`config.mk`:
```
export PLATFORM = sky130hd
export DESIGN_NAME = gpio_irq_wb_flat
export DESIGN_NICKNAME = d
export VERILOG_FILES = /design/src/rtl/gpio_irq_wb_pkg.sv /design/src/rtl/gpio_irq_wb_if.sv /design/src/rtl/gpio_irq_wb_sync.sv /design/src/rtl/gpio_irq_wb.sv /design/src/flat_wrapper.sv
export SDC_FILE = /design/constraint.sdc
export NUM_CORES = 1
export LEC_CHECK = 0
export CORE_AREA = 2 2 131 197
export CTS_BUF_LIST = sky130_fd_sc_hd__clkbuf_8 sky130_fd_sc_hd__clkbuf_16
export DETAILED_ROUTE_END_ITERATION = 7
export DIE_AREA = 0 0 133 199
export PLACE_DENSITY = 0.79
export SLEW_MARGIN = 20
export SYNTH_ARGS = -nofsm -noshare
export SYNTH_HDL_FRONTEND = slang
export SYNTH_HIERARCHICAL = 1
export SYNTH_SLANG_ARGS = --single-unit
export TNS_END_PERCENT = 20
```
`constraint.sdc`:
```
create_clock -name wb_clk -period 2.4 [get_ports wb_clk]
set_clock_uncertainty 0.1 [all_clocks]
set_input_delay 0.48 -clock wb_clk [delete_from_list [all_inputs] [get_ports wb_clk]]
set_output_delay 0.48 -clock wb_clk [all_outputs]
set_load 0.01 [all_outputs]
```
`src/rtl/gpio_irq_wb_pkg.sv`:
```
// Shared definitions for the Wishbone GPIO/interrupt controller:
// register group offsets and the bank-index width helper.
package gpio_irq_wb_pkg;

   // Register group selected by the upper three address bits.
   typedef enum logic [2:0] {
      GPIO_GRP_DATA = 3'd0,
      GPIO_GRP_DIR  = 3'd1,
      GPIO_GRP_IE   = 3'd2,
      GPIO_GRP_TYPE = 3'd3,
      GPIO_GRP_POL  = 3'd4,
      GPIO_GRP_IS   = 3'd5,
      GPIO_GRP_RSV6 = 3'd6,
      GPIO_GRP_RSV7 = 3'd7
   } grp_e;

   // Width of the byte-bank index; a single bank still gets one address bit.
   function automatic int bank_bits(input int nb);
      return (nb > 1) ? $clog2(nb) : 1;
   endfunction

endpackage

```
`src/rtl/gpio_irq_wb_if.sv`:
```
// Classic-cycle Wishbone slave bus, 8-bit data.
interface gpio_irq_wb_if #(
   parameter int ADR_W = 5
);
   logic [ADR_W-1:0] wb_adr_i;
   logic [7:0]       wb_dat_i;
   logic             wb_we_i;
   logic             wb_cyc_i;
   logic             wb_stb_i;
   logic [2:0]       wb_cti_i;
   logic [1:0]       wb_bte_i;
   logic             wb_ack_o;
   logic [7:0]       wb_dat_o;
   logic             wb_err_o;
   logic             wb_rty_o;

   modport master (
      output wb_adr_i, wb_dat_i, wb_we_i, wb_cyc_i, wb_stb_i, wb_cti_i, wb_bte_i,
      input  wb_ack_o, wb_dat_o, wb_err_o, wb_rty_o
   );

   modport slave (
      input  wb_adr_i, wb_dat_i, wb_we_i, wb_cyc_i, wb_stb_i, wb_cti_i, wb_bte_i,
      output wb_ack_o, wb_dat_o, wb_err_o, wb_rty_o
   );
endinterface

```
`src/rtl/gpio_irq_wb_sync.sv`:
```
// Multi-flop synchroniser for asynchronous pin inputs; chain clears on reset.
module gpio_sync #(
   parameter int W      = 8,
   parameter int STAGES = 2
) (
   input  logic         wb_clk,
   input  logic         wb_rst,
   input  logic [W-1:0] d,
   output logic [W-1:0] q
);
   logic [STAGES-1:0][W-1:0] chain;

   // Shift the pin sample one stage per clock; stage 0 is the metastable one.
   always_ff @(posedge wb_clk) begin
      if (wb_rst) chain <= '0;
      else        chain <= {chain[STAGES-2:0], d};
   end

   assign q = chain[STAGES-1];
endmodule

```
`src/rtl/gpio_irq_wb.sv`:
```
// Wishbone GPIO controller: per-bit direction/output registers, synchronised
// inputs, and an edge/level interrupt unit with sticky write-1-to-clear status.
module gpio_irq_wb
   import gpio_irq_wb_pkg::*;
#(
   parameter int                GPIO_W      = 32,
   parameter int                SYNC_STAGES = 2,
   parameter logic [GPIO_W-1:0] DIR_RESET   = '0,
   parameter logic [GPIO_W-1:0] OUT_RESET   = '0
) (
   input  logic              wb_clk,
   input  logic              wb_rst,
   gpio_irq_wb_if.slave      wb,
   input  logic [GPIO_W-1:0] gpio_i,
   output logic [GPIO_W-1:0] gpio_o,
   output logic [GPIO_W-1:0] gpio_oe,
   output logic              int_o
);
   localparam int NB       = GPIO_W / 8;
   localparam int BW       = bank_bits(NB);
   localparam int WB_ADR_W = 3 + BW;

   logic [WB_ADR_W-1:0] adr;
   grp_e                grp;
   logic [BW-1:0]       bsel;
   logic                req, wr;
   logic                ack_q;
   logic [7:0]          dat_q, rd_byte;

   logic [NB-1:0][7:0]  out_q, dir_q, ie_q, type_q, pol_q, is_q;
   logic [NB-1:0][7:0]  w1c, data_rd;
   logic [NB-1:0]       lane_we;

   logic [GPIO_W-1:0]   s, p;
   logic [GPIO_W-1:0]   edge_evt, lvl_evt, evt;
   logic                irq_q;

   // Burst signals are accepted but have no effect on classic cycles.
   logic unused_bus;
   assign unused_bus = ^{wb.wb_cti_i, wb.wb_bte_i};

   assign adr  = wb.wb_adr_i;
   assign grp  = grp_e'(adr[BW+2:BW]);
   assign bsel = adr[BW-1:0];

   // A request is taken only while no ack is outstanding, so a held strobe
   // is served every other cycle.
   assign req = wb.wb_cyc_i & wb.wb_stb_i & ~ack_q;
   assign wr  = req & wb.wb_we_i;

   // Per-byte-lane write strobe and write-1-to-clear mask; out-of-range
   // bank indices match no lane and are therefore ignored.
   for (genvar g = 0; g < NB; g++) begin : g_lane
      assign lane_we[g] = wr & (bsel == BW'(g));
      assign w1c[g]     = (lane_we[g] && grp == GPIO_GRP_IS) ? wb.wb_dat_i : 8'h00;
   end

   gpio_sync #(.W(GPIO_W), .STAGES(SYNC_STAGES)) u_sync (
      .wb_clk (wb_clk),
      .wb_rst (wb_rst),
      .d      (gpio_i),
      .q      (s)
   );

   // Configuration and output registers, written one byte lane at a time.
   always_ff @(posedge wb_clk) begin
      if (wb_rst) begin
         out_q  <= OUT_RESET;
         dir_q  <= DIR_RESET;
         ie_q   <= '0;
         type_q <= '0;
         pol_q  <= '0;
      end else begin
         for (int b = 0; b < NB; b++) begin
            if (lane_we[b]) begin
               case (grp)
                  GPIO_GRP_DATA: out_q[b]  <= wb.wb_dat_i;
                  GPIO_GRP_DIR:  dir_q[b]  <= wb.wb_dat_i;
                  GPIO_GRP_IE:   ie_q[b]   <= wb.wb_dat_i;
                  GPIO_GRP_TYPE: type_q[b] <= wb.wb_dat_i;
                  GPIO_GRP_POL:  pol_q[b]  <= wb.wb_dat_i;
                  default: ;
               endcase
            end
         end
      end
   end

   // Events are evaluated for every bit, including outputs, which see
   // their own pin echo.
   assign edge_evt = (pol_q & s & ~p) | (~pol_q & ~s & p);
   assign lvl_evt  = (pol_q & s) | (~pol_q & ~s);
   assign evt      = (type_q & edge_evt) | (~type_q & lvl_evt);

   // Previous-sample register, sticky status (a new event beats a
   // simultaneous clear) and the registered interrupt line.
   always_ff @(posedge wb_clk) begin
      if (wb_rst) begin
         p     <= '0;
         is_q  <= '0;
         irq_q <= 1'b0;
      end else begin
         p     <= s;
         is_q  <= (is_q & ~w1c) | evt;
         irq_q <= |(is_q & ie_q);
      end
   end

   // Driven bits read back the output register, inputs read the pin.
   assign data_rd = (dir_q & out_q) | (~dir_q & s);

   // Read mux; reserved groups and absent banks return zero.
   always_comb begin
      rd_byte = 8'h00;
      for (int b = 0; b < NB; b++) begin
         if (bsel == BW'(b)) begin
            case (grp)
               GPIO_GRP_DATA: rd_byte = data_rd[b];
               GPIO_GRP_DIR:  rd_byte = dir_q[b];
               GPIO_GRP_IE:   rd_byte = ie_q[b];
               GPIO_GRP_TYPE: rd_byte = type_q[b];
               GPIO_GRP_POL:  rd_byte = pol_q[b];
               GPIO_GRP_IS:   rd_byte = is_q[b];
               default:       rd_byte = 8'h00;
            endcase
         end
      end
   end

   // Single-cycle acknowledge with registered read data.
   always_ff @(posedge wb_clk) begin
      if (wb_rst) begin
         ack_q <= 1'b0;
         dat_q <= 8'h00;
      end else begin
         ack_q <= req;
         if (req) dat_q <= rd_byte;
      end
   end

   assign wb.wb_ack_o = ack_q;
   assign wb.wb_dat_o = dat_q;
   assign wb.wb_err_o = 1'b0;
   assign wb.wb_rty_o = 1'b0;

   assign gpio_o  = out_q;
   assign gpio_oe = dir_q;
   assign int_o   = irq_q;
endmodule
```
`src/flat_wrapper.sv`:
```
// flat-port wrapper written by rule: the top's interface ports become plain ports
module gpio_irq_wb_flat import gpio_irq_wb_pkg::*;
#(
   parameter int                GPIO_W      = 32,
   parameter int                SYNC_STAGES = 2,
   parameter logic [GPIO_W-1:0] DIR_RESET   = '0,
   parameter logic [GPIO_W-1:0] OUT_RESET   = '0
)
  (wb_clk, wb_rst, gpio_i, gpio_o, gpio_oe, int_o, wb_wb_adr_i, wb_wb_dat_i, wb_wb_we_i, wb_wb_cyc_i, wb_wb_stb_i, wb_wb_cti_i, wb_wb_bte_i, wb_wb_ack_o, wb_wb_dat_o, wb_wb_err_o, wb_wb_rty_o);
  gpio_irq_wb_if wb_i ();
  input  logic wb_clk;
  input  logic wb_rst;
  input  logic [GPIO_W-1:0] gpio_i;
  output logic [GPIO_W-1:0] gpio_o;
  output logic [GPIO_W-1:0] gpio_oe;
  output logic int_o;
  input wire logic [$bits(wb_i.wb_adr_i)-1:0] wb_wb_adr_i;
  input wire logic [$bits(wb_i.wb_dat_i)-1:0] wb_wb_dat_i;
  input wire logic [$bits(wb_i.wb_we_i)-1:0] wb_wb_we_i;
  input wire logic [$bits(wb_i.wb_cyc_i)-1:0] wb_wb_cyc_i;
  input wire logic [$bits(wb_i.wb_stb_i)-1:0] wb_wb_stb_i;
  input wire logic [$bits(wb_i.wb_cti_i)-1:0] wb_wb_cti_i;
  input wire logic [$bits(wb_i.wb_bte_i)-1:0] wb_wb_bte_i;
  output wire logic [$bits(wb_i.wb_ack_o)-1:0] wb_wb_ack_o;
  output wire logic [$bits(wb_i.wb_dat_o)-1:0] wb_wb_dat_o;
  output wire logic [$bits(wb_i.wb_err_o)-1:0] wb_wb_err_o;
  output wire logic [$bits(wb_i.wb_rty_o)-1:0] wb_wb_rty_o;
  assign wb_i.wb_adr_i = wb_wb_adr_i;
  assign wb_i.wb_dat_i = wb_wb_dat_i;
  assign wb_i.wb_we_i = wb_wb_we_i;
  assign wb_i.wb_cyc_i = wb_wb_cyc_i;
  assign wb_i.wb_stb_i = wb_wb_stb_i;
  assign wb_i.wb_cti_i = wb_wb_cti_i;
  assign wb_i.wb_bte_i = wb_wb_bte_i;
  assign wb_wb_ack_o = wb_i.wb_ack_o;
  assign wb_wb_dat_o = wb_i.wb_dat_o;
  assign wb_wb_err_o = wb_i.wb_err_o;
  assign wb_wb_rty_o = wb_i.wb_rty_o;
  gpio_irq_wb #(.GPIO_W(GPIO_W), .SYNC_STAGES(SYNC_STAGES), .DIR_RESET(DIR_RESET), .OUT_RESET(OUT_RESET)) u_core (.wb_clk(wb_clk), .wb_rst(wb_rst), .wb(wb_i), .gpio_i(gpio_i), .gpio_o(gpio_o), .gpio_oe(gpio_oe), .int_o(int_o));
endmodule
```
# [After elaboration in Yosys (flattened, before gate mapping)]
# Index checks and enable logic that the tools add are counted.
# W data, S select, Z words.
[totals] register_bits=298 in_bits=55 output_inout_bits=76 word_cells=106
[classes] n_eq_ne=8 mux=12 bitwise_logic=29 reduce_logical=27
[op_table] operator="$and A32 B32 Y32" count=10
[op_table] operator="$not A32 Y32" count=6
[op_table] operator="$pmux W8 S6" count=4
[op_table] operator="$or A32 B32 Y32" count=5
[op_table] operator="$mux W8" count=8
[op_table] operator="$reduce_and A2 Y1" count=20
[op_table] operator="$reduce_or A32 Y1" count=1
[op_table] operator="$and A1 B1 Y1" count=7
[op_table] operator="$eq A3 B2 Y1 const B" count=2
[op_table] operator="$eq A3 B3 Y1 const B" count=2
[op_table] operator="$eq A2 B2 Y1 const B" count=2
[op_table] operator="$logic_and A1 B1 Y1" count=4
[op_table] operator="$eq A3 B1 Y1 const B" count=1
[op_table] operator="$logic_not A3 Y1" count=1
[op_table] operator="$eq A2 B1 Y1 const B" count=1
[op_table] operator="$logic_not A2 Y1" count=1
[op_table] operator="$not A1 Y1" count=1

# [Longest topological paths before layout]
[depth] ltp_word=9 ltp_mapped=8

# [Modules after synthesis]
# The synthesis kept the hierarchy.
[by_module_without_submodules] module="gpio_irq_wb" n_inst=1 cells_per_inst=1403 area_per_inst_um2=11972.7
[by_module_without_submodules] module="gpio_sync" n_inst=1 cells_per_inst=167 area_per_inst_um2=2158.3

# [Worst setup path before layout]
# No wires, ideal clock.
[synth_path] path_kind="input to register" from="input port wb_wb_adr_i[2]" to="register u_core.dat_q[7], in the netlist u_core/wb.wb_dat_o[7]" arrival_ns=1.817 required_time_ns=2.180 setup_slack_ns=0.364 path_stages=8 n_path_buf=3 path_cell_list="buf_2 > buf_4 > buf_6 > mux2i_1 > nor2_1 > a2111oi_0 > o221ai_1 > o31a_1"
[synth_between] elab_chain_len=6 word_cells_on_any_way=14 cone_classes="eq/ne: 5; mux: 8; reduce/logical: 1"
[synth_lines] element="start, declared" line_no="flat_wrapper.sv:17" text="input wire logic [$bits(wb_i.wb_adr_i)-1:0] wb_wb_adr_i;"
[synth_lines] element="$eq A3 B3 Y1, or another cell as far along" line_no="gpio_irq_wb.sv:117" text="case (grp)"
[synth_lines] element="$pmux W8 S6" line_no="gpio_irq_wb.sv:117"
[synth_lines] element="$mux W8 (3 in a row)" line_no="gpio_irq_wb.sv:116" text="if (bsel == BW'(b)) begin"
[synth_lines] element="$mux W8 *" line_no="gpio_irq_wb.sv:116"
[synth_lines] element="end signal, assigned" line_no="gpio_irq_wb.sv:137" text="if (req) dat_q <= rd_byte;"
[synth_lines] element="end, declared" line_no="gpio_irq_wb.sv:28" text="logic [7:0] dat_q, rd_byte;"
# Mark *: on every way between the ends. The rest lies on a longest branch, timed or not.
# A chain may end at the register's enable or synchronous reset.

# [Worst setup path after layout]
[layout_path] from="register u_core.dir_q (netlist bit u_core/gpio_oe[27])" to="output port gpio_oe[27]"
[layout_rtl] element="start, declared" line_no="gpio_irq_wb.sv:30" text="logic [NB-1:0][7:0] out_q, dir_q, ie_q, type_q, pol_q, is_q;"
[layout_rtl] element="start signal, assigned by index" line_no="gpio_irq_wb.sv:78" text="GPIO_GRP_DIR: dir_q[b] <= wb.wb_dat_i;"
[layout_rtl] element="end, declared" line_no="flat_wrapper.sv:15" text="output logic [GPIO_W-1:0] gpio_oe;"
# No word-level cell between the ends.

==> impl_metrics.env <==
export IMPL_yosysSeqAreaShare_pct=42.22
export IMPL_worstPathBufferInverterCount=1
export IMPL_synth_fa_ha_area_share_pct=5.667
export IMPL_async_flop_share_pct=0
export IMPL_fin_crit_sh_pct=93.91
export IMPL_drc=0
export IMPL_yosysTopAreaCellShare_pct=42.22
export IMPL_synth_area_leader_cell="dfxtp_1"
export IMPL_critPathMaxFanout=4
export IMPL_grt_first_pass_wirelength_um=69480
export IMPL_synthXorXnorAreaFrac_pct=0
export IMPL_drt_wl_total_um=46680
export IMPL_ant_nets=0
export IMPL_worstSetupStartpointType="flop"
export IMPL_cts_tree="built"
export IMPL_fp_coreArea_sq_um=24790
export IMPL_synth_area_leaders="dfxtp_1 42%, mux2i_1 9.4%, ha_1 5.7%"
export IMPL_synth_common_cells="298 x dfxtp_1, 189 x nor2_1, 132 x mux2i_1, 118 x nand2_1, 112 x a21oi_1"
export IMPL_synth_most_common_cell="dfxtp_1"
export IMPL_relSlewSlack_pct=65.12
export IMPL_synthDistinctLibCells=72
export IMPL_syn_avg_cell_area_sq_um=9.001
export IMPL_crit_chain="clkdlybuf4s50_1"
export IMPL_hold_violations=0
export IMPL_crit_start="u_core/gpio_oe[27]"
export IMPL_cp_top_family="buffers and inverters"
export IMPL_path_depth=1
export IMPL_tns_ns=0
export IMPL_slew_viol_final=0
export IMPL_finalSetupViolCount=0
export IMPL_tightest_slew_ns=0.5165
export IMPL_dr_pass1_iters=6
export IMPL_synth_compound_area_share_pct=15.94
export IMPL_dpl_hpwl_um=33340
export IMPL_r2r_start="u_core/gpio_oe[23]"
export IMPL_yosys_area_share_simple_pct=18.05
export IMPL_synth_cells=1570
export IMPL_synth_edf_count=0
export IMPL_rows=71
export IMPL_dieArea_sq_um=26470
export IMPL_nets=1855
export IMPL_synth_main_ff_cell="dfxtp_1"
export IMPL_min_delay_path_class="input pin to flop"
export IMPL_start_util_pct=57.01
export IMPL_numCtsBuffers=28
export IMPL_drive_above_1_share_pct=17.06
export IMPL_multi_input_comb_area_sq_um=7113
export IMPL_holdPathStages=2
export IMPL_rsz0062_at_grt="false"
export IMPL_via_count=12468
export IMPL_power_density_nw_per_um2=617.3
export IMPL_syn2layout_area_growth_pct=22.26
export IMPL_clkLatencyLatePin_ns=0.57
export IMPL_cts_sinks=298
export IMPL_critPathCaptureType="output port"
export IMPL_vdd_drop_max_v=0.0006834
export IMPL_synthMuxAreaShare_pct=10.63
export IMPL_routabilityCongestion=1.006
export IMPL_hold_worst_slack_ns=0.2193
export IMPL_critPathKind="flop to output port"
export IMPL_seqCellArea_sq_um=5966
export IMPL_yosys_warnings=6
export IMPL_fp_dieW_um=133
export IMPL_critPathArrivalTime_ns=1.67
export IMPL_max_stage_delay_ns=0.61
export IMPL_grt_max_degree=62
export IMPL_synth_top_family_by_area="simple AND/OR/NAND/NOR gates"
export IMPL_wl_per_cell_um=22.37
export IMPL_viasPerCell=5.974
export IMPL_cts_root_buffer="clkbuf_16"
export IMPL_clk_path_buf_depth=3
export IMPL_drv_cap=0
export IMPL_n_fill_cell=1909
export IMPL_grt_overflow=0
export IMPL_htree_levels=1
export IMPL_synth_seq_cells=298
export IMPL_die_height_um=199
export IMPL_hold_start="wb_rst"
export IMPL_antenna_found_initial=0
export IMPL_grtUsageTotal_pct=34.43
export IMPL_io_pins=131
export IMPL_syn_area_sq_um=14130
export IMPL_r2r_cells=6
export IMPL_min_period_ns=2.254
export IMPL_cts_setup_buffers=0
export IMPL_clk_pin_slew_worst_paths_ns=0.06
export IMPL_cpMaxStageDelayCell="clkdlybuf4s50_1"
export IMPL_cp_required_ns=1.82
export IMPL_outcome="finished clean"
export IMPL_first_global_vias=12125
export IMPL_leakage_nw=6.650
export IMPL_port_buffers=123
export IMPL_drtIter0Drc=997
export IMPL_clock_fmax_mhz=443.7
through the flow:
stage | total power [mW] | setup WS, ns | utilization, % | area, sq um | instances
after detailed placement | 6.166 | -0.5898 | 65.85 | 16320 | 2034
final | 10.66 | 0.1461 | 69.71 | 17280 | 2087
after global routing | 10.95 | 0.09567 | 69.70 | 17270 | 2086
after global placement | 6.150 | -0.5783 | 65.85 | 16320 | 2034
after CTS | 10.70 | 0.1546 | 69.70 | 17270 | 2086
after floorplan | 5.728 | 0.3635 | - | 14130 | 1571
cells in the final DEF, fill, tap and decap left out, types with 4 or more instances in the layout:
cell,n
a21oi_1,112
clkdlybuf4s50_1,119
dfxtp_1,298
o31ai_1,4
nand2_1,118
buf_12,18
nand4_1,4
clkbuf_8,7
mux2i_1,132
nor2b_1,11
a311oi_1,5
clkbuf_16,29
a31oi_1,6
o22ai_1,10
nor3_1,5
inv_1,72
buf_4,132
nand2b_1,37
nor2_1,189
ha_1,64
a22oi_1,29
o211ai_1,37
o21ai_0,107
nor2b_2,60
a221oi_1,9
mux2_2,16
nand3_1,27
o221ai_1,8
a22o_1,7
clkinv_2,9
power by group:
part	switching (mW)	total, mW	internal, mW
Combinational	0.522	0.918	0.396
Clock	1.96	4.58	2.62
Sequential	0.103	5.16	5.06
layout make-up:
cell class              instances  area share (%)
flip-flops and latches        298           34.53
clock buffers                  36           4.758
diodes                          1         0.01448
multi-input cells            1067           41.17
repair buffers                272           14.88
well taps                     328           2.375
clock inverters                16          0.7677
inverters                      69           1.499
sequential cells by signal, summed over array words and instances, names as in the netlist:
register,flops
u_core/ie_q,32
u_core/wb.wb_dat_o,8
u_core/gpio_oe,32
u_core/u_sync/q,32
u_core/gpio_o,32
u_core/pol_q,32
u_core/wb.wb_ack_o,1
u_core/int_o,1
u_core/p,32
u_core/type_q,32
u_core/is_q,32
u_core/u_sync/chain,32
cell families (layout without fill, tap and decap cells):
family / Yosys count / in the layout
adders and majority gates: 64 / 64
buffers and inverters: 206 / 393
other: 1 / 3
DFF: 298 / 298
muxes: 148 / 148
and+or+nand+nor: 488 / 488
AOI/OAI and AO/OA: 365 / 365
per-layer routing:
| layer | global-route usage, % | wire length (um) | vias up |
|---|---|---|---|
| met5 | 0 | 0 | - |
| met4 | 22.50 | 3175 | 0 |
| met3 | 4.052 | 3278 | 152 |
| met2 | 61.52 | 23340 | 652 |
| met1 | 38.59 | 16880 | 5936 |
| li1 | - | - | 5728 |
worst paths after layout:
path,to,slack (ns)
worst max register to register,u_core/wb.wb_dat_o[7],0.28
worst min-delay path,u_core/p[12],0.22
worst min register to register,u_core/u_sync/q[7],0.34
worst max-delay path,gpio_oe[27],0.15
timing repair:
action | 4_1_cts | 5_1_grt
hold buffers | 0 | 0
setup endpoints to repair | 1 | 0
gates resized for setup | 1 | 0
Note: power is estimated with default switching activity, not from simulation.
